## src/rtl/ts_result_collector_if.sv

```systemverilog
// Handshake bundle between a result/query source (master) and
// ts_result_collector (slave): record stream in, statistics query in,
// statistics response out.
interface ts_result_collector_if #(
    parameter int ID_W  = 3,
    parameter int TS_W  = 8,
    parameter int CNT_W = 16,
    parameter int SUM_W = TS_W + CNT_W
);
    logic             in_valid;
    logic             in_ready;
    logic [ID_W-1:0]  in_id;
    logic [TS_W-1:0]  in_start_ts;
    logic [TS_W-1:0]  in_end_ts;
    logic [TS_W-1:0]  in_delta;

    logic             qry_valid;
    logic             qry_ready;
    logic [ID_W-1:0]  qry_id;

    logic             rsp_valid;
    logic             rsp_ready;
    logic [ID_W-1:0]  rsp_id;
    logic [CNT_W-1:0] rsp_count;
    logic [TS_W-1:0]  rsp_min;
    logic [TS_W-1:0]  rsp_max;
    logic [SUM_W-1:0] rsp_sum;

    modport master (
        output in_valid, in_id, in_start_ts, in_end_ts, in_delta,
        output qry_valid, qry_id, rsp_ready,
        input  in_ready, qry_ready,
        input  rsp_valid, rsp_id, rsp_count, rsp_min, rsp_max, rsp_sum
    );

    modport slave (
        input  in_valid, in_id, in_start_ts, in_end_ts, in_delta,
        input  qry_valid, qry_id, rsp_ready,
        output in_ready, qry_ready,
        output rsp_valid, rsp_id, rsp_count, rsp_min, rsp_max, rsp_sum
    );
endinterface

```

## src/rtl/ts_result_collector.sv

```systemverilog
// ts_result_collector: sink for the event_timestamper result stream.
// Checks each record's delta against end-start (mod 2**TS_W), keeps per-ID
// count/min/max/sum of the recomputed delta, and serves them through a
// query/response handshake.
// Optional feature: define TS_COLLECT_CLEAR_ON_READ_EN to make an accepted
// query reset the queried entry (a same-cycle record lands on the cleared entry).
module ts_result_collector #(
    parameter int ID_W  = 3,
    parameter int TS_W  = 8,
    parameter int CNT_W = 16,
    parameter int SUM_W = TS_W + CNT_W
) (
    input  logic                 clk,
    input  logic                 rst,
    ts_result_collector_if.slave bus,
    output logic                 err_delta,
    output logic [ID_W-1:0]      err_id
);
    localparam int N_ID = 1 << ID_W;

    typedef struct packed {
        logic [CNT_W-1:0] count;
        logic [TS_W-1:0]  dmin;
        logic [TS_W-1:0]  dmax;
        logic [SUM_W-1:0] sum;
    } entry_t;

    localparam entry_t ENTRY_RESET = '{
        count: {CNT_W{1'b0}},
        dmin:  {TS_W{1'b1}},
        dmax:  {TS_W{1'b0}},
        sum:   {SUM_W{1'b0}}
    };

    entry_t           stats [N_ID];
    logic             live;
    logic             in_ready;
    logic             qry_ready;
    logic             rec_fire;
    logic             qry_fire;
    logic             clear_hit;
    logic [TS_W-1:0]  calc;
    logic [SUM_W:0]   sum_ext;
    entry_t           rec_base;
    entry_t           rec_next;
    entry_t           qry_entry;

    logic             rsp_valid_q;
    logic [ID_W-1:0]  rsp_id_q;
    logic [CNT_W-1:0] rsp_count_q;
    logic [TS_W-1:0]  rsp_min_q;
    logic [TS_W-1:0]  rsp_max_q;
    logic [SUM_W-1:0] rsp_sum_q;

    // live is a registered copy of !rst, so both readies rise one cycle after release.
    assign in_ready      = live & ~rst;
    assign qry_ready     = live & ~rst & (~rsp_valid_q | bus.rsp_ready);
    assign bus.in_ready  = in_ready;
    assign bus.qry_ready = qry_ready;
    assign bus.rsp_valid = rsp_valid_q;
    assign bus.rsp_id    = rsp_id_q;
    assign bus.rsp_count = rsp_count_q;
    assign bus.rsp_min   = rsp_min_q;
    assign bus.rsp_max   = rsp_max_q;
    assign bus.rsp_sum   = rsp_sum_q;

    // Handshakes, recomputed delta and the read-modify-write value for the record's entry.
    always_comb begin
        // NOTE: every comb output gets a default first so no path can infer a latch.
        rec_fire  = bus.in_valid & in_ready;
        qry_fire  = bus.qry_valid & qry_ready;
        calc      = bus.in_end_ts - bus.in_start_ts;
`ifdef TS_COLLECT_CLEAR_ON_READ_EN
        clear_hit = qry_fire;
`else
        clear_hit = 1'b0;
`endif
        rec_base  = (clear_hit && (bus.qry_id == bus.in_id)) ? ENTRY_RESET : stats[bus.in_id];
        sum_ext   = {1'b0, rec_base.sum} + (SUM_W+1)'(calc);

        rec_next.count = (&rec_base.count) ? rec_base.count : rec_base.count + CNT_W'(1);
        rec_next.sum   = sum_ext[SUM_W] ? {SUM_W{1'b1}} : sum_ext[SUM_W-1:0];
        rec_next.dmin  = (calc < rec_base.dmin) ? calc : rec_base.dmin;
        rec_next.dmax  = (calc > rec_base.dmax) ? calc : rec_base.dmax;

        qry_entry = stats[bus.qry_id];
    end

    // Ready tracking: readies come up the cycle after reset is released.
    always_ff @(posedge clk) begin
        // NOTE: sequential state uses non-blocking assignments so every block sees pre-edge values.
        if (rst) live <= 1'b0;
        else     live <= 1'b1;
    end

    // Statistics table: optional clear-on-read, then the record update (later write wins on a shared ID).
    always_ff @(posedge clk) begin
        if (rst) begin
            // NOTE: the table is a small register file that must come out of reset
            // in a defined state, so every entry is reset explicitly.
            for (int i = 0; i < N_ID; i++) stats[i] <= ENTRY_RESET;
        end else begin
            if (clear_hit) stats[bus.qry_id] <= ENTRY_RESET;
            if (rec_fire)  stats[bus.in_id]  <= rec_next;
        end
    end

    // Response register: loads pre-record statistics on an accepted query, holds until consumed.
    always_ff @(posedge clk) begin
        if (rst) begin
            rsp_valid_q <= 1'b0;
            rsp_id_q    <= '0;
            rsp_count_q <= '0;
            rsp_min_q   <= '0;
            rsp_max_q   <= '0;
            rsp_sum_q   <= '0;
        end else if (qry_fire) begin
            rsp_valid_q <= 1'b1;
            rsp_id_q    <= bus.qry_id;
            rsp_count_q <= qry_entry.count;
            rsp_min_q   <= (qry_entry.count == '0) ? '0 : qry_entry.dmin;
            rsp_max_q   <= (qry_entry.count == '0) ? '0 : qry_entry.dmax;
            rsp_sum_q   <= (qry_entry.count == '0) ? '0 : qry_entry.sum;
        end else if (bus.rsp_ready) begin
            rsp_valid_q <= 1'b0;
        end
    end

    // Sticky delta error flag; the ID is captured only for the first mismatch.
    always_ff @(posedge clk) begin
        if (rst) begin
            err_delta <= 1'b0;
            err_id    <= '0;
        end else if (rec_fire && (calc != bus.in_delta)) begin
            err_delta <= 1'b1;
            if (!err_delta) err_id <= bus.in_id;
        end
    end
endmodule

```

## src/flat_wrapper.sv

```systemverilog
// flat-port wrapper written by rule: the top's interface ports become plain ports
module ts_result_collector_flat 
#(
    parameter int ID_W  = 3,
    parameter int TS_W  = 8,
    parameter int CNT_W = 16,
    parameter int SUM_W = TS_W + CNT_W
)
  (clk, rst, err_delta, err_id, bus_in_valid, bus_in_id, bus_in_start_ts, bus_in_end_ts, bus_in_delta, bus_qry_valid, bus_qry_id, bus_rsp_ready, bus_in_ready, bus_qry_ready, bus_rsp_valid, bus_rsp_id, bus_rsp_count, bus_rsp_min, bus_rsp_max, bus_rsp_sum);
  ts_result_collector_if #(.ID_W(ID_W), .TS_W(TS_W), .CNT_W(CNT_W), .SUM_W(SUM_W)) bus_i ();
  input  logic clk;
  input  logic rst;
  output logic err_delta;
  output logic [ID_W-1:0] err_id;
  input wire logic [$bits(bus_i.in_valid)-1:0] bus_in_valid;
  input wire logic [$bits(bus_i.in_id)-1:0] bus_in_id;
  input wire logic [$bits(bus_i.in_start_ts)-1:0] bus_in_start_ts;
  input wire logic [$bits(bus_i.in_end_ts)-1:0] bus_in_end_ts;
  input wire logic [$bits(bus_i.in_delta)-1:0] bus_in_delta;
  input wire logic [$bits(bus_i.qry_valid)-1:0] bus_qry_valid;
  input wire logic [$bits(bus_i.qry_id)-1:0] bus_qry_id;
  input wire logic [$bits(bus_i.rsp_ready)-1:0] bus_rsp_ready;
  output wire logic [$bits(bus_i.in_ready)-1:0] bus_in_ready;
  output wire logic [$bits(bus_i.qry_ready)-1:0] bus_qry_ready;
  output wire logic [$bits(bus_i.rsp_valid)-1:0] bus_rsp_valid;
  output wire logic [$bits(bus_i.rsp_id)-1:0] bus_rsp_id;
  output wire logic [$bits(bus_i.rsp_count)-1:0] bus_rsp_count;
  output wire logic [$bits(bus_i.rsp_min)-1:0] bus_rsp_min;
  output wire logic [$bits(bus_i.rsp_max)-1:0] bus_rsp_max;
  output wire logic [$bits(bus_i.rsp_sum)-1:0] bus_rsp_sum;
  assign bus_i.in_valid = bus_in_valid;
  assign bus_i.in_id = bus_in_id;
  assign bus_i.in_start_ts = bus_in_start_ts;
  assign bus_i.in_end_ts = bus_in_end_ts;
  assign bus_i.in_delta = bus_in_delta;
  assign bus_i.qry_valid = bus_qry_valid;
  assign bus_i.qry_id = bus_qry_id;
  assign bus_i.rsp_ready = bus_rsp_ready;
  assign bus_in_ready = bus_i.in_ready;
  assign bus_qry_ready = bus_i.qry_ready;
  assign bus_rsp_valid = bus_i.rsp_valid;
  assign bus_rsp_id = bus_i.rsp_id;
  assign bus_rsp_count = bus_i.rsp_count;
  assign bus_rsp_min = bus_i.rsp_min;
  assign bus_rsp_max = bus_i.rsp_max;
  assign bus_rsp_sum = bus_i.rsp_sum;
  ts_result_collector #(.ID_W(ID_W), .TS_W(TS_W), .CNT_W(CNT_W), .SUM_W(SUM_W)) u_core (.clk(clk), .rst(rst), .bus(bus_i), .err_delta(err_delta), .err_id(err_id));
endmodule
```

## config.mk

```make
export PLATFORM = sky130hd
export DESIGN_NAME = ts_result_collector_flat
export DESIGN_NICKNAME = d
export VERILOG_FILES = /design/src/rtl/ts_result_collector_if.sv /design/src/rtl/ts_result_collector.sv /design/src/flat_wrapper.sv
export SDC_FILE = /design/constraint.sdc
export NUM_CORES = 1
export LEC_CHECK = 0
export ABC_AREA = 1
export ABC_CLOCK_PERIOD_IN_PS = 3900
export BUFFER_PORTS_ARGS = -buffer_cell sky130_fd_sc_hd__buf_4
export CORE_ASPECT_RATIO = 1.25
export CORE_MARGIN = 2
export CORE_UTILIZATION = 42
export CTS_BUF_LIST = sky130_fd_sc_hd__clkbuf_2 sky130_fd_sc_hd__clkbuf_4 sky130_fd_sc_hd__clkbuf_8
export CTS_CLUSTER_DIAMETER = 60
export DETAILED_ROUTE_END_ITERATION = 7
export MAX_ROUTING_LAYER = met4
export PLACE_DENSITY_LB_ADDON = 0.05
export REMOVE_ABC_BUFFERS = 1
export SETUP_SLACK_MARGIN = 0.1
export SLEW_MARGIN = 0
export SYNTH_ARGS = -nofsm -noshare
export SYNTH_HDL_FRONTEND = slang
export SYNTH_SLANG_ARGS = --single-unit
```

## constraint.sdc

```tcl
create_clock -name clk -period 3.9 [get_ports clk]
set_input_delay 0.195 -clock clk [delete_from_list [all_inputs] [get_ports clk]]
set_output_delay 0.195 -clock clk [all_outputs]
set_load 0.005 [all_outputs]
```

==> results of run 1 <==
## final timing paths
path / startpoint / endpoint / slack [ns] / depth (start not counted)
max: u_core.stats[4][0]$_SDFFCE_PN0P_ / u_core.stats[3][22]$_SDFFCE_PN0P_ / 0.58 / 16
min: bus_in_delta[4] / u_core.err_delta$_SDFFE_PP0N_ / 0.07 / 6
max reg2reg: u_core.stats[4][0]$_SDFFCE_PN0P_ / u_core.stats[3][22]$_SDFFCE_PN0P_ / 0.58 / 16
min reg2reg: u_core.bus.rsp_sum[15]$_SDFFE_PP0P_ / u_core.bus.rsp_sum[15]$_SDFFE_PP0P_ / 0.46 / 2
## logic make-up (layout without fill, tap and decap cells)
family,after synthesis,in the layout
flip-flops,513,513
AO/OA/AOI/OAI,751,751
adder cells (fa/ha/maj),29,29
XOR/XNOR,18,18
other,0,1
buffers and inverters,616,807
AND/OR/NAND/NOR,1473,1473
## metal layers
metal | vias up | wire [µm] | global-route usage, %
li1 | 11731 | - | -
met1 | 12679 | 44200 | 39.9
met2 | 1259 | 54100 | 54.1
met3 | 287 | 8180 | 4.01
met4 | 0 | 5310 | 15.8
met5 | - | 0 | -
## cells in the mapped netlist (4+ instances only)
| cell | number |
|---|---|
| buf_2 | 28 |
| nand3b_1 | 4 |
| a21oi_1 | 287 |
| nand3_1 | 180 |
| or4_1 | 7 |
| nand4_1 | 27 |
| dfxtp_1 | 65 |
| a32o_1 | 41 |
| or2_2 | 7 |
| nor2_1 | 425 |
| buf_1 | 16 |
| nor3_1 | 10 |
| o21ai_0 | 245 |
| a22oi_1 | 11 |
| ha_1 | 27 |
| clkinv_1 | 4 |
| nand2_1 | 788 |
| inv_1 | 392 |
| o21ai_1 | 10 |
| a221oi_1 | 9 |
| o22ai_1 | 106 |
| a31oi_1 | 8 |
| edfxtp_1 | 448 |
| xor2_1 | 10 |
| xnor2_1 | 7 |
| o2bb2ai_1 | 11 |
| nand3_2 | 10 |
| clkbuf_1 | 165 |
| inv_2 | 9 |
| o211ai_1 | 7 |
## registers in the layout, summed over array words and instances (netlist names)
register	count
u_core.bus.rsp_count	16
u_core.bus.rsp_id	3
u_core.bus.rsp_max	8
u_core.bus.rsp_min	8
u_core.bus.rsp_sum	24
u_core.bus.rsp_valid	1
u_core.err_delta	1
u_core.err_id	3
u_core.live	1
u_core.stats	448
## metrics by stage
| step | power, W | TNS [ns] | area, µm² | worst slack [ns] |
|---|---|---|---|---|
| 2_1_floorplan | 0.00766 | -489.84 | 27100 | -1.72 |
| 3_3_place_gp | 0.00879 | 0 | 30200 | 0.0817 |
| 3_5_place_dp | 0.00881 | 0 | 30200 | 0.0601 |
| 4_1_cts | 0.0141 | 0 | 32100 | 0.619 |
| 5_1_grt | 0.0146 | 0 | 32100 | 0.265 |
| 6_report | 0.0141 | 0 | 32100 | 0.580 |
## area by class of cell
type                       count  area (µm²)
antenna                        1        2.50
clock inverter                28         208
multi-input combinational   2271       10900
inverter                     405        1530
clock buffer                 137        1700
sequential                   513       14800
tap                          856        1070
fill                        6463       33600
timing repair buffer         237        1920
## worst max-delay path: cells and delay by family, from the launching register on
family	cells	cell delay (ns)
AND/OR/NAND/NOR	8	1.41
adder cells (fa/ha/maj)	2	0.73
AO/OA/AOI/OAI	3	0.51
flip-flops	1	0.33
buffers and inverters	3	0.21
## power breakdown
part	internal [W]	switching, W	total [W]
registers	0.00617	0.000102	0.00627
logic	0.000706	0.00176	0.00246
clock network	0.00298	0.00238	0.00536
total	0.00986	0.00424	0.0141
## repair_timing
item | in CTS | in global routing
hold buffers | 1 | 0
endpoints found under the hold margin | 1 | 0
buffers inserted | 0 | 0
==> impl_metrics.env, run 1 <==
export IMPL_status="finished clean"
export IMPL_grt_pass1_vias=25146
export IMPL_area_growth_pct=15.0
export IMPL_startpoint_type="register"
export IMPL_synthSimpleGateAreaFrac_pct=21.5
export IMPL_hp_class="input port to register"
export IMPL_synth_fa_ha_area_share_pct=1.35
export IMPL_synth_seq_cells=513
export IMPL_dieArea_um2=68600
export IMPL_critPathArrivalTime_ns=3.89
export IMPL_hold_slack_ns=0.0652
export IMPL_drc=0
export IMPL_slowest_delay_ns=0.47
export IMPL_gp_congestion=0.974
export IMPL_port_buffers=100
export IMPL_ys_async_sr_fraction_pct=0
export IMPL_synth_edff_count=448
export IMPL_maxSlewHeadroom_pct=24.8
export IMPL_cts_root_buf="clkbuf_8"
export IMPL_synthTopCellsByArea="edfxtp_1, nand2_1, nor2_1"
export IMPL_fin_cells=4448
export IMPL_hold_viol=0
export IMPL_timing_fmax_ghz=0.301
export IMPL_via_per_inst=5.84
export IMPL_yosys_most_used_dff="edfxtp_1"
export IMPL_final_common_cell="nand2_1"
export IMPL_synth_xor_area_share_pct=0.618
export IMPL_drive_above_1_share_pct=12.4
export IMPL_drt_wl_total_um=112000
export IMPL_rows=105
export IMPL_cp_data_required_time_ns=4.47
export IMPL_drv_slew=0
export IMPL_power_density_nw_per_um2=439
export IMPL_ys_types=52
export IMPL_cts_tree="done"
export IMPL_num_io_pins=101
export IMPL_yosysTopAreaCell="edfxtp_1"
export IMPL_grt_max_degree=89
export IMPL_synthCells=3400
export IMPL_grt_ovfl_total=0
export IMPL_cts_buffers=90
export IMPL_clk_latency_ns=0.70
export IMPL_vdd_drop_max_uv=293
export IMPL_finClkSkew_ns=0.0259
export IMPL_synth_top_family_by_area="simple AND/OR/NAND/NOR gates"
export IMPL_die_w_um=235
export IMPL_leakage_nw=13.9
export IMPL_worst_pin_slew_ns=1.12
export IMPL_coreArea_um2=65700
export IMPL_setup_violations=0
export IMPL_routed_via_count=25956
export IMPL_synth_area_um2=27900
export IMPL_grt_antenna_before_repair=1
export IMPL_critPathKind="register to register"
export IMPL_synth_compound_area_share_pct=15.3
export IMPL_grt_first_pass_wirelength_um=162000
export IMPL_die_y_um=292
export IMPL_rsz0062_at_grt="false"
export IMPL_ant_nets=0
export IMPL_yosysWarnings=0
export IMPL_crit_slowest_cell="fa_1"
export IMPL_finish_utilization_pct=48.9
export IMPL_path_max_fanout=8
export IMPL_nNetsFinal=3582
export IMPL_max_cap_violations=0
export IMPL_floorplan_initialDensity_pct=42.5
export IMPL_ys_seq_area_share_pct=52.8
export IMPL_synth_top_cell_area_share_pct=48.1
export IMPL_synth_area_per_cell_um2=8.22
export IMPL_clockBufferDepth=3
export IMPL_drt_iter0_markers=2488
export IMPL_period_share_pct=85.1
export IMPL_synth_area_mux_share_pct=0
export IMPL_place_inst=4281
export IMPL_wl_per_cell_um=25.1
export IMPL_cts_sinks=513
export IMPL_crit_chain="inv_1 -> nor2_1 -> a221oi_1 -> o2111ai_1 -> ha_1 -> inv_1 -> fa_1 -> o21ai_0 -> nand3_1 -> nand2_1 -> nand3_1 -> nand2_1 -> nand4_1 -> nand3_1 -> nand2_1 -> inv_1"
export IMPL_ctsResizeCount=0
export IMPL_path_clk_slew_ns=0.07
export IMPL_period_minus_slack_ns=3.32
export IMPL_hpwlAfterDp_um=68500
export IMPL_cts_htree_levels=3
export IMPL_layout_common_cells="nand2_1, edfxtp_1, nor2_1, inv_1, a21oi_1"
export IMPL_grtUsageTotal_pct=32.7
export IMPL_cp_end_kind="register"
export IMPL_first_pass_iters=6
Power figures use the tool's default switching activity.
==> inputs of run 2 (changes only) <==
- CORE_UTILIZATION: 42 -> 50
==> impl_metrics.env, run 2 (synthesized netlist as in run 1, its figures left out) <==
export IMPL_drv_slew=0
export IMPL_grt_ovfl_total=0
export IMPL_cts_buffers=86
export IMPL_status="finished clean"
export IMPL_hpwlAfterDp_um=66100
export IMPL_die_w_um=215
export IMPL_via_per_inst=6.07
export IMPL_path_clk_slew_ns=0.06
export IMPL_drt_wl_total_um=107000
export IMPL_ant_nets=0
export IMPL_drc=0
export IMPL_power_density_nw_per_um2=435
export IMPL_worst_pin_slew_ns=0.865
export IMPL_wl_per_cell_um=24.7
export IMPL_critical_path_endpoint="u_core.stats[4][19]$_SDFFCE_PN0P_"
export IMPL_grtUsageTotal_pct=37.7
export IMPL_layout_common_cells="nand2_1, edfxtp_1, nor2_1, inv_1, a21oi_1"
export IMPL_startpoint_type="register"
export IMPL_cts_htree_levels=3
export IMPL_power_w=0.0139
export IMPL_rows=96
export IMPL_worstRegToRegCells=18
export IMPL_postCtsSetupRepairBufs=0
export IMPL_period_minus_slack_ns=3.30
export IMPL_crit_start="u_core.stats[6][2]$_SDFFCE_PN0P_"
export IMPL_maxSlewHeadroom_pct=42.3
export IMPL_area_growth_pct=14.1
export IMPL_leakage_nw=13.8
export IMPL_cp_end_kind="register"
export IMPL_cts_root_buf="clkbuf_8"
export IMPL_grt_antenna_before_repair=1
export IMPL_critPathKind="register to register"
export IMPL_first_pass_iters=6
export IMPL_final_common_cell="nand2_1"
export IMPL_drive_above_1_share_pct=12.0
export IMPL_num_io_pins=101
export IMPL_dieArea_um2=57800
export IMPL_grt_max_degree=74
export IMPL_vdd_drop_max_uv=300
export IMPL_die_y_um=268
export IMPL_coreArea_um2=55100
export IMPL_rsz0062_at_grt="false"
export IMPL_r2r_start="u_core.stats[6][2]$_SDFFCE_PN0P_"
export IMPL_nNetsFinal=3573
export IMPL_clk_latency_ns=0.70
export IMPL_largest_register_ffs=448
export IMPL_path_max_fanout=8
export IMPL_hp_class="input port to register"
export IMPL_routed_via_count=26196
export IMPL_grt_pass1_vias=25540
export IMPL_finClkSkew_ns=0.0176
export IMPL_setup_violations=0
export IMPL_hold_viol=0
export IMPL_port_buffers=100
export IMPL_gp_congestion=0.979
export IMPL_cp_data_required_time_ns=4.32
export IMPL_largest_register="u_core.stats"
export IMPL_hold_buffers=3
export IMPL_max_cap_violations=0
export IMPL_cts_tree="done"
export IMPL_drt_iter0_markers=3272
export IMPL_ctsResizeCount=0
export IMPL_r2r_end="u_core.stats[4][19]$_SDFFCE_PN0P_"
export IMPL_grt_first_pass_wirelength_um=156000
export IMPL_critPathArrivalTime_ns=3.72
export IMPL_floorplan_initialDensity_pct=50.7
export IMPL_period_share_pct=84.7
export IMPL_cts_sinks=513
export IMPL_timing_fmax_ghz=0.303
export IMPL_fin_cells=4316
export IMPL_reg2reg_setup_slack_ns=0.60
export IMPL_place_inst=4153
export IMPL_clockBufferDepth=3
## run 2: worst max-delay path: stages, from the launching register on
cell and delay (ns):
edfxtp_1 0.41, o22ai_1 0.10, or4_1 0.58, inv_1 0.10, ha_1 0.27, a21oi_1 0.15
nand2_1 0.10, a21o_1 0.17, nand2_1 0.08, nand2_1 0.12, nand2_1 0.13, nand2_1 0.06
nand3_1 0.09, nand2_1 0.11, nand3_1 0.08, nand2_1 0.05, nor2_1 0.20, buf_4 0.20
nor2_1 0.05
## run 2: area by class of cell
type,instances,area [µm²]
diodes,2,5.00
clock buffers,131,1650
clock inverters,27,211
fillers,5089,23200
inverters,405,1530
multi-input cells,2271,10900
flip-flops and latches,513,14800
well taps,735,920
repair buffers,232,1890
## run 2: per-layer routing
layer,vias up,part of all wire [%],wire [µm],global-route usage [%]
met5,-,0,0,-
met4,0,5.9,6290,22.2
met3,392,10,10900,6.12
met2,1692,48,51000,61.7
met1,12404,36,38300,44.2
li1,11708,-,-,-
## run 2: worst min path at each step
| stage | start | to | slack [ns] | cells past startpoint |
|---|---|---|---|---|
| after global routing | bus_qry_id[2] | u_core.bus.rsp_min[6]$_SDFFE_PP0P_ | 0.14 | 5 |
| final | bus_qry_id[2] | u_core.bus.rsp_min[6]$_SDFFE_PP0P_ | 0.12 | 5 |
| after global placement | u_core.bus.rsp_sum[6]$_SDFFE_PP0P_ | u_core.bus.rsp_sum[6]$_SDFFE_PP0P_ | 0.45 | 2 |
| after floorplan | rst | u_core.bus.rsp_id[2]$_SDFFE_PP0P_ | 0.26 | 1 |
| after CTS | bus_qry_id[2] | u_core.bus.rsp_min[6]$_SDFFE_PP0P_ | 0.09 | 5 |
| after detailed placement | u_core.bus.rsp_max[5]$_SDFFE_PP0P_ | u_core.bus.rsp_max[5]$_SDFFE_PP0P_ | 0.46 | 2 |
## run 2: through the flow
stage                     setup TNS [ns]  instance area (µm²)  worst slack [ns]  hold slack (ns)  utilization (%)
final                                  0                31900             0.596            0.118             57.8
after detailed placement               0                30000             0.143            0.455             54.4
after global routing                   0                31900             0.262            0.139             57.8
after floorplan                  -489.84                27100             -1.72            0.264                -
after CTS                              0                31900             0.608           0.0872             57.8
after global placement                 0                30000             0.242            0.452             54.4
## run 2: report_power, final
group | total (W) | internal, W | switching (W)
Sequential | 0.00627 | 0.00617 | 0.000103
Combinational | 0.00242 | 0.000692 | 0.00172
Clock | 0.00520 | 0.00291 | 0.00229
Total | 0.0139 | 0.00977 | 0.00412
